<file path="config.mk">
export PLATFORM = sky130hd
export DESIGN_NAME = out_serializer_flat
export DESIGN_NICKNAME = d
export VERILOG_FILES = /design/src/rtl/out_serializer_pkg.sv /design/src/rtl/out_serializer_if.sv /design/src/rtl/out_beat_mux.sv /design/src/rtl/out_serializer.sv /design/src/flat_wrapper.sv
export SDC_FILE = /design/constraint.sdc
export NUM_CORES = 1
export LEC_CHECK = 0
export CORE_MARGIN = 5
export CORE_UTILIZATION = 40
export CTS_CLUSTER_DIAMETER = 200
export CTS_CLUSTER_SIZE = 16
export DETAILED_ROUTE_END_ITERATION = 16
export GPL_TIMING_DRIVEN = 0
export MAX_ROUTING_LAYER = met4
export PLACE_DENSITY = 0.66
export SLEW_MARGIN = 25
export SYNTH_ARGS = -nofsm -noshare
export SYNTH_HDL_FRONTEND = slang
export SYNTH_SLANG_ARGS = --single-unit
</file>
<file path="constraint.sdc">
create_clock -name clk -period 3.5 [get_ports clk]
set_clock_uncertainty 0.2 [all_clocks]
set_input_delay 0.7 -clock clk [delete_from_list [all_inputs] [get_ports clk]]
set_output_delay 0.7 -clock clk [all_outputs]
set_load 0.02 [all_outputs]
</file>
<file path="src/rtl/out_serializer_pkg.sv">
// -----------------------------------------------------------------------------
// out_serializer_pkg
// Shared types and helpers for the output serializer:
//   state_e     - drain FSM states (IDLE, DRAIN)
//   w()         - floating-point word width: sign + exponent + mantissa
//   beats()     - number of output beats per vector
//   beat_width()- width of the beat counter, never narrower than one bit
// -----------------------------------------------------------------------------
package out_serializer_pkg;

    typedef enum logic {
        IDLE  = 1'b0,
        DRAIN = 1'b1
    } state_e;

    function automatic int w(input int m, input int e);
        return m + e + 1;
    endfunction

    // Guarded so an illegal LANES still elaborates far enough to hit the
    // explicit parameter check in the top.
    function automatic int beats(input int arrsize, input int lanes);
        return (lanes > 0) ? arrsize / lanes : 1;
    endfunction

    function automatic int beat_width(input int n);
        return (n > 1) ? $clog2(n) : 1;
    endfunction

endpackage

</file>
<file path="src/rtl/out_serializer_if.sv">
// -----------------------------------------------------------------------------
// out_serializer_if
// Handshake bundle of the output serializer.
//   in_data/in_valid/in_ready    - vector input, word i at [i*W +: W]
//   out_data/out_valid/out_ready - beat output, lane j at [j*W +: W]
//   out_first/out_last           - beat 0 / beat BEATS-1 markers
//   done                         - one-cycle pulse after the last beat is taken
//   busy                         - a vector is held or draining
// Modports: slave = serializer side, master = producer/consumer side.
// -----------------------------------------------------------------------------
interface out_serializer_if #(
    parameter int M       = 23,
    parameter int E       = 8,
    parameter int ARRSIZE = 16,
    parameter int LANES   = 1
) ();
    localparam int W = out_serializer_pkg::w(M, E);

    logic [ARRSIZE*W-1:0] in_data;
    logic                 in_valid;
    logic                 in_ready;
    logic [LANES*W-1:0]   out_data;
    logic                 out_valid;
    logic                 out_ready;
    logic                 out_first;
    logic                 out_last;
    logic                 done;
    logic                 busy;

    modport slave (
        input  in_data, in_valid, out_ready,
        output in_ready, out_data, out_valid, out_first, out_last, done, busy
    );

    modport master (
        output in_data, in_valid, out_ready,
        input  in_ready, out_data, out_valid, out_first, out_last, done, busy
    );
endinterface

</file>
<file path="src/rtl/out_beat_mux.sv">
// -----------------------------------------------------------------------------
// out_beat_mux
// Combinational selection of one beat (LANES words) out of a vector bank.
//   bank  - ARRSIZE*W vector
//   beat  - beat index k, selects words k*LANES .. k*LANES+LANES-1
//   valid - when low the output is forced to zero
//   data  - LANES*W beat
// -----------------------------------------------------------------------------
module out_beat_mux
    import out_serializer_pkg::*;
#(
    parameter int W       = 32,
    parameter int LANES   = 1,
    parameter int ARRSIZE = 16,
    localparam int BEATS  = beats(ARRSIZE, LANES),
    localparam int BW     = beat_width(BEATS)
) (
    input  logic [ARRSIZE*W-1:0] bank,
    input  logic [BW-1:0]        beat,
    input  logic                 valid,
    output logic [LANES*W-1:0]   data
);

    // Constant slice positions per beat keep every part-select in range,
    // including non-power-of-two beat counts.
    always_comb begin
        // NOTE: assigning a default before any condition keeps this block
        // purely combinational; a path that leaves data unassigned would
        // infer a latch.
        data = '0;
        if (valid) begin
            for (int k = 0; k < BEATS; k++) begin
                if (beat == BW'(k)) begin
                    data = bank[k*LANES*W +: LANES*W];
                end
            end
        end
    end

endmodule

</file>
<file path="src/rtl/out_serializer.sv">
// -----------------------------------------------------------------------------
// out_serializer
// Captures a vector of ARRSIZE floating-point words in one handshake and
// streams it out LANES words per beat with valid/ready flow control.
//   clk   - clock, rising edge
//   rst_n - asynchronous active-low reset
//   bus   - out_serializer_if.slave (vector in, beats out, done, busy)
// Build option OUT_SERIALIZER_DBUF_EN: adds a pending bank so the next
// vector can be accepted during a drain and follows with no idle cycle.
// Without it a single bank is used and one idle cycle separates vectors.
// All outputs come from flops or are decoded from flopped state only.
// -----------------------------------------------------------------------------
module out_serializer
    import out_serializer_pkg::*;
#(
    parameter int M       = 23,
    parameter int E       = 8,
    parameter int ARRSIZE = 16,
    parameter int LANES   = 1
) (
    input  logic             clk,
    input  logic             rst_n,
    out_serializer_if.slave  bus
);

    localparam int W     = w(M, E);
    localparam int VW    = ARRSIZE * W;
    localparam int BEATS = beats(ARRSIZE, LANES);
    localparam int BW    = beat_width(BEATS);
    localparam logic [BW-1:0] LAST_BEAT = BW'(BEATS - 1);

    generate
        if (LANES < 1) begin : g_bad_lanes
            $error("out_serializer: LANES must be at least 1");
        end else if (ARRSIZE % LANES != 0) begin : g_bad_split
            $error("out_serializer: LANES must divide ARRSIZE");
        end
    endgenerate

    state_e          state_q, state_d;
    logic [BW-1:0]   beat_q, beat_d;
    logic [VW-1:0]   active_q, active_d;
    logic            out_valid_q, out_valid_d;
    logic            in_ready_q, in_ready_d;
    logic            busy_q, busy_d;
    logic            done_q, done_d;
`ifdef OUT_SERIALIZER_DBUF_EN
    logic [VW-1:0]   pending_q, pending_d;
    logic            pending_full_q, pending_full_d;
`endif

    logic accept;
    logic consume;
    logic retire;

    assign accept  = bus.in_valid && in_ready_q;
    assign consume = out_valid_q && bus.out_ready;
    assign retire  = consume && (beat_q == LAST_BEAT);

    always_comb begin
        state_d  = state_q;
        beat_d   = beat_q;
        active_d = active_q;
        done_d   = 1'b0;
`ifdef OUT_SERIALIZER_DBUF_EN
        pending_d      = pending_q;
        pending_full_d = pending_full_q;
`endif
        case (state_q)
            IDLE: begin
                if (accept) begin
                    active_d = bus.in_data;
                    beat_d   = '0;
                    state_d  = DRAIN;
                end
            end
            DRAIN: begin
                if (consume && !retire) begin
                    beat_d = beat_q + BW'(1);
                end
`ifdef OUT_SERIALIZER_DBUF_EN
                if (accept && !retire) begin
                    pending_d      = bus.in_data;
                    pending_full_d = 1'b1;
                end
                if (retire) begin
                    done_d = 1'b1;
                    beat_d = '0;
                    // Hand over straight to the next vector; one arriving in
                    // the retiring cycle bypasses the pending bank.
                    if (pending_full_q) begin
                        active_d       = pending_q;
                        pending_full_d = 1'b0;
                    end else if (accept) begin
                        active_d = bus.in_data;
                    end else begin
                        state_d = IDLE;
                    end
                end
`else
                if (retire) begin
                    done_d  = 1'b1;
                    beat_d  = '0;
                    state_d = IDLE;
                end
`endif
            end
            default: state_d = IDLE;
        endcase

        out_valid_d = (state_d == DRAIN);
`ifdef OUT_SERIALIZER_DBUF_EN
        in_ready_d  = !pending_full_d;
        busy_d      = (state_d == DRAIN) || pending_full_d;
`else
        in_ready_d  = (state_d == IDLE);
        busy_d      = (state_d == DRAIN);
`endif
    end

    always_ff @(posedge clk or negedge rst_n) begin
        if (!rst_n) begin
            state_q     <= IDLE;
            beat_q      <= '0;
            // NOTE: the data banks are reset too, so a discarded vector can
            // never reappear on out_data after reset.
            active_q    <= '0;
            out_valid_q <= 1'b0;
            in_ready_q  <= 1'b1;
            busy_q      <= 1'b0;
            done_q      <= 1'b0;
`ifdef OUT_SERIALIZER_DBUF_EN
            pending_q      <= '0;
            pending_full_q <= 1'b0;
`endif
        end else begin
            // NOTE: non-blocking assignments so every flop samples the
            // pre-edge value of every other flop.
            state_q     <= state_d;
            beat_q      <= beat_d;
            active_q    <= active_d;
            out_valid_q <= out_valid_d;
            in_ready_q  <= in_ready_d;
            busy_q      <= busy_d;
            done_q      <= done_d;
`ifdef OUT_SERIALIZER_DBUF_EN
            pending_q      <= pending_d;
            pending_full_q <= pending_full_d;
`endif
        end
    end

    out_beat_mux #(
        .W       (W),
        .LANES   (LANES),
        .ARRSIZE (ARRSIZE)
    ) u_beat_mux (
        .bank  (active_q),
        .beat  (beat_q),
        .valid (out_valid_q),
        .data  (bus.out_data)
    );

    assign bus.in_ready  = in_ready_q;
    assign bus.out_valid = out_valid_q;
    assign bus.out_first = out_valid_q && (beat_q == '0);
    assign bus.out_last  = out_valid_q && (beat_q == LAST_BEAT);
    assign bus.done      = done_q;
    assign bus.busy      = busy_q;

endmodule

</file>
<file path="src/flat_wrapper.sv">
// flat-port wrapper written by rule: the top's interface ports become plain ports
module out_serializer_flat import out_serializer_pkg::*;
#(
    parameter int M       = 23,
    parameter int E       = 8,
    parameter int ARRSIZE = 16,
    parameter int LANES   = 1
)
  (clk, rst_n, bus_in_data, bus_in_valid, bus_out_ready, bus_in_ready, bus_out_data, bus_out_valid, bus_out_first, bus_out_last, bus_done, bus_busy);
  out_serializer_if #(.M(M), .E(E), .ARRSIZE(ARRSIZE), .LANES(LANES)) bus_i ();
  input  logic clk;
  input  logic rst_n;
  input wire logic [$bits(bus_i.in_data)-1:0] bus_in_data;
  input wire logic [$bits(bus_i.in_valid)-1:0] bus_in_valid;
  input wire logic [$bits(bus_i.out_ready)-1:0] bus_out_ready;
  output wire logic [$bits(bus_i.in_ready)-1:0] bus_in_ready;
  output wire logic [$bits(bus_i.out_data)-1:0] bus_out_data;
  output wire logic [$bits(bus_i.out_valid)-1:0] bus_out_valid;
  output wire logic [$bits(bus_i.out_first)-1:0] bus_out_first;
  output wire logic [$bits(bus_i.out_last)-1:0] bus_out_last;
  output wire logic [$bits(bus_i.done)-1:0] bus_done;
  output wire logic [$bits(bus_i.busy)-1:0] bus_busy;
  assign bus_i.in_data = bus_in_data;
  assign bus_i.in_valid = bus_in_valid;
  assign bus_i.out_ready = bus_out_ready;
  assign bus_in_ready = bus_i.in_ready;
  assign bus_out_data = bus_i.out_data;
  assign bus_out_valid = bus_i.out_valid;
  assign bus_out_first = bus_i.out_first;
  assign bus_out_last = bus_i.out_last;
  assign bus_done = bus_i.done;
  assign bus_busy = bus_i.busy;
  out_serializer #(.M(M), .E(E), .ARRSIZE(ARRSIZE), .LANES(LANES)) u_core (.clk(clk), .rst_n(rst_n), .bus(bus_i));
endmodule
</file>
==> results.sh <==
export IMPL_status="finished with violations"
export IMPL_violations="setup timing"
export IMPL_fin_crit_ns=3.985
export IMPL_drv_cap=0
export IMPL_drt_iter0_drc=3010
export IMPL_grt_max_degree=89
export IMPL_initial_core_util=0.4052
export IMPL_syn_area_per_cell_sq_um=8.215
export IMPL_cts_buffers=38
export IMPL_synthesis_nets=3503
export IMPL_switching_share=0.4380
export IMPL_layout_drive_gt1_share=0.1187
export IMPL_p_int_uw=17450
export IMPL_cts_sinks=519
export IMPL_path_clk_slew_ns=0.08
export IMPL_async_reset_ff_frac=1.000
export IMPL_p_switching_uw=13600
export IMPL_netlist_instances=2983
export IMPL_synth_top_family_by_area="simple AND/OR/NAND/NOR gates"
export IMPL_synth_xor_area_share=0
export IMPL_post_route_period_util=1.139
export IMPL_cts_root_buf="clkbuf_16"
export IMPL_n_fill_cell=5558
export IMPL_cp_data_arrival_time_ns=3.09
export IMPL_required_ns=2.60
export IMPL_dp_hpwl_um=89590
export IMPL_synth_compound_area_frac=0.1621
export IMPL_finalHoldViolCount=0
export IMPL_power_uw=31060
export IMPL_groute_usage_overall=0.3429
export IMPL_r2r_slack_ns=0.33
export IMPL_vdd_ir_drop_max_v=0.0006313
export IMPL_p_comb_frac=0.503
export IMPL_finalSetupTns_ns=-12.25
export IMPL_synthAdderAreaFrac=0.002042
export IMPL_crit_type="flop to output port"
export IMPL_ctsHtreeMaxLevel=2
export IMPL_clk_insertion_delay_late_ns=0.57
export IMPL_routabilityCongestion=0.9805
export IMPL_p_leak_uw=0.01655
export IMPL_worstMarginPinSlew_ns=1.042
export IMPL_antenna_found_initial=5
export IMPL_drv_slew=0
export IMPL_io_pins=554
export IMPL_max_slew_margin=0.3051
export IMPL_placedCellCount=4324
export IMPL_setup_viol=32
export IMPL_start_kind="flop"
export IMPL_yosys_area_share_simple=0.2622
export IMPL_nets=4136
export IMPL_final_cell_area_sq_mm=0.03454
export IMPL_port_buffers=553
export IMPL_grt_first_pass_wirelength_um=164300
export IMPL_ys_flop_type="dfrtp_1"
export IMPL_die_area_sq_mm=0.06631
export IMPL_ys_ff_latch=519
export IMPL_syn_cell_area_sq_mm=0.02450
export IMPL_layoutNonFillerInstCount=4410
export IMPL_place_area_sq_mm=0.03119
export IMPL_crit_path_end_kind="output port"
export IMPL_grt_overflow_total=0
export IMPL_worst_path_max_fanout=6
export IMPL_ys_warn_count=0
export IMPL_fmax_mhz=250.9
export IMPL_rsz0062_at_grt="true"
export IMPL_final_core_util=0.5712
export IMPL_cts_tree="done"
export IMPL_synth_edf_count=0
export IMPL_die_w_um=257.5
export IMPL_grt_pass1_vias=24770
export IMPL_viasPerCell=5.636
export IMPL_drc=0
export IMPL_first_pass_iters=8
export IMPL_ys_types=49
export IMPL_drt_total_wl_um=114900
export IMPL_die_height_um=257.5
export IMPL_p_clk_frac=0.136
export IMPL_vias=24856
export IMPL_seqPwrFrac=0.361
export IMPL_clockBufferDepth=3
export IMPL_hold_path_class="flop to flop"
export IMPL_ys_seq_area_frac=0.5300
export IMPL_syn_to_final_growth_pct=40.94
export IMPL_power_density_mw_per_mm2=899.2
export IMPL_coreArea_sq_mm=0.06047
export IMPL_fp_row_count=90
export IMPL_synth_mux_area_frac=0
export IMPL_timing_final_ws_setup_ns=-0.4851
export IMPL_ant_nets=0
export IMPL_drt_wirelength_per_cell_um=26.06
## final cells by class
class | count | area (sq um) | area share
Antenna cell | 5 | 12.51 | 0.0003623
Buffer | 231 | 1364 | 0.03949
Clock buffer | 45 | 998.5 | 0.02891
Clock inverter | 2 | 20.02 | 0.0005796
Inverter | 10 | 46.29 | 0.001340
Multi-Input combinational cell | 2216 | 11960 | 0.3464
Sequential cell | 519 | 12990 | 0.3762
Tap cell | 782 | 978.4 | 0.02833
Timing Repair Buffer | 600 | 6163 | 0.1785
## kinds of logic after synthesis
group | count (synthesis)
compound gates | 553
fa+ha+maj | 4
buf+inv | 248
flops | 519
simple gates | 1659
## cells in the final DEF, fill, tap and decap left out, types with 35 or more instances in the layout
cell type	n
clkbuf_16	41
nand2_1	1569
o21ai_0	64
buf_2	38
buf_6	44
buf_4	47
dfrtp_1	515
clkbuf_1	122
a22o_1	63
a21oi_1	125
nand2b_1	35
clkdlybuf4s50_1	518
## state kept, by name, summed over array words and instances (netlist names)
register,flops
u_core.active_q,512
u_core.bus.done,1
u_core.bus.in_ready,1
u_core.state_q,1
u_core.beat_q,4
## timing repair
| item | in CTS | in global routing |
|---|---|---|
| endpoints found under the hold margin | 41 | 0 |
| cloned | 6 | 0 |
| buffers inserted | 26 | 9 |
| endpoints found under the setup margin | 34 | 34 |
| pin swaps | 111 | 72 |
| hold buffers | 1 | 0 |
| gates resized for setup | 567 | 57 |
## worst paths after layout
check	startpoint	end	depth (start not counted)
max in group asynchronous	rst_n	u_core.active_q[419]	6
max reg2reg	u_core.bus.in_ready	u_core.active_q[404]	7
min reg2reg	u_core.active_q[226]	u_core.active_q[226]	2
max	u_core.beat_q[0]	bus_out_data[17]	9
min	u_core.active_q[226]	u_core.active_q[226]	2
min in group asynchronous	rst_n	u_core.active_q[36]	2
## critical path, cell delays in order (launching register included)
cell and delay (ns):
dfrtp_2 0.47, inv_4 0.07, ha_4 0.20, nor2b_4 0.21, buf_12 0.17, a22o_4 0.23, a222oi_1 0.50, o211ai_1 0.20
a32o_2 0.31, buf_6 0.14
## metrics by stage
step | worst slack [ns] | hold slack [ns]
after floorplan | 0.4971 | 0.2044
after global placement | -22.14 | 0.2582
after detailed placement | -1.409 | 0.2618
after CTS | -0.4544 | 0.2792
after global routing | -0.5409 | 0.2940
final | -0.4851 | 0.2800
## routing by layer
| metal | vias to the layer above | global-route usage | part of all wire |
|---|---|---|---|
| met3 | 284 | 0.08422 | 0.097 |
| met5 | - | - | 0 |
| met2 | 1346 | 0.5496 | 0.47 |
| met1 | 12066 | 0.4248 | 0.38 |
| met4 | 0 | 0.1270 | 0.050 |
| li1 | 11160 | - | - |
## power groups by stage
stage               clock network [uW]  logic, uW  registers, uW
floorplan                            0       7000          10200
global placement                     0      12000          11000
detailed placement                   0      12200          11000
CTS                               4250      14900          11100
global route                      4490      16500          11400
finish                            4230      15600          11200
## synthesized netlist by cell type, types with 3 or more instances
library cell	number	area [sq um]
o32ai_1	28	245.2
a22o_1	82	718.2
ha_1	4	50.05
a21oi_1	133	665.6
clkbuf_1	160	600.6
a211oi_1	5	37.54
a32o_1	27	270.3
dfrtp_1	518	12960
buf_6	6	67.56
o211ai_1	28	210.2
nor2b_1	8	50.05
nor3_1	8	40.04
and3_1	4	25.02
o21ai_0	69	345.3
buf_4	5	37.54
o22ai_1	35	219.0
buf_2	58	290.3
a221oi_1	36	315.3
o2bb2ai_1	3	26.28
o221ai_1	3	26.28
buf_1	9	33.78
a2bb2oi_1	28	245.2
nand2b_1	35	219.0
a2111oi_0	3	26.28
inv_1	9	33.78
nor4_1	5	31.28
nor2_1	14	52.55
a222oi_1	27	270.3
nand2_1	1571	5897
a22oi_1	36	270.3
Note: power is estimated with default switching activity, not from simulation.
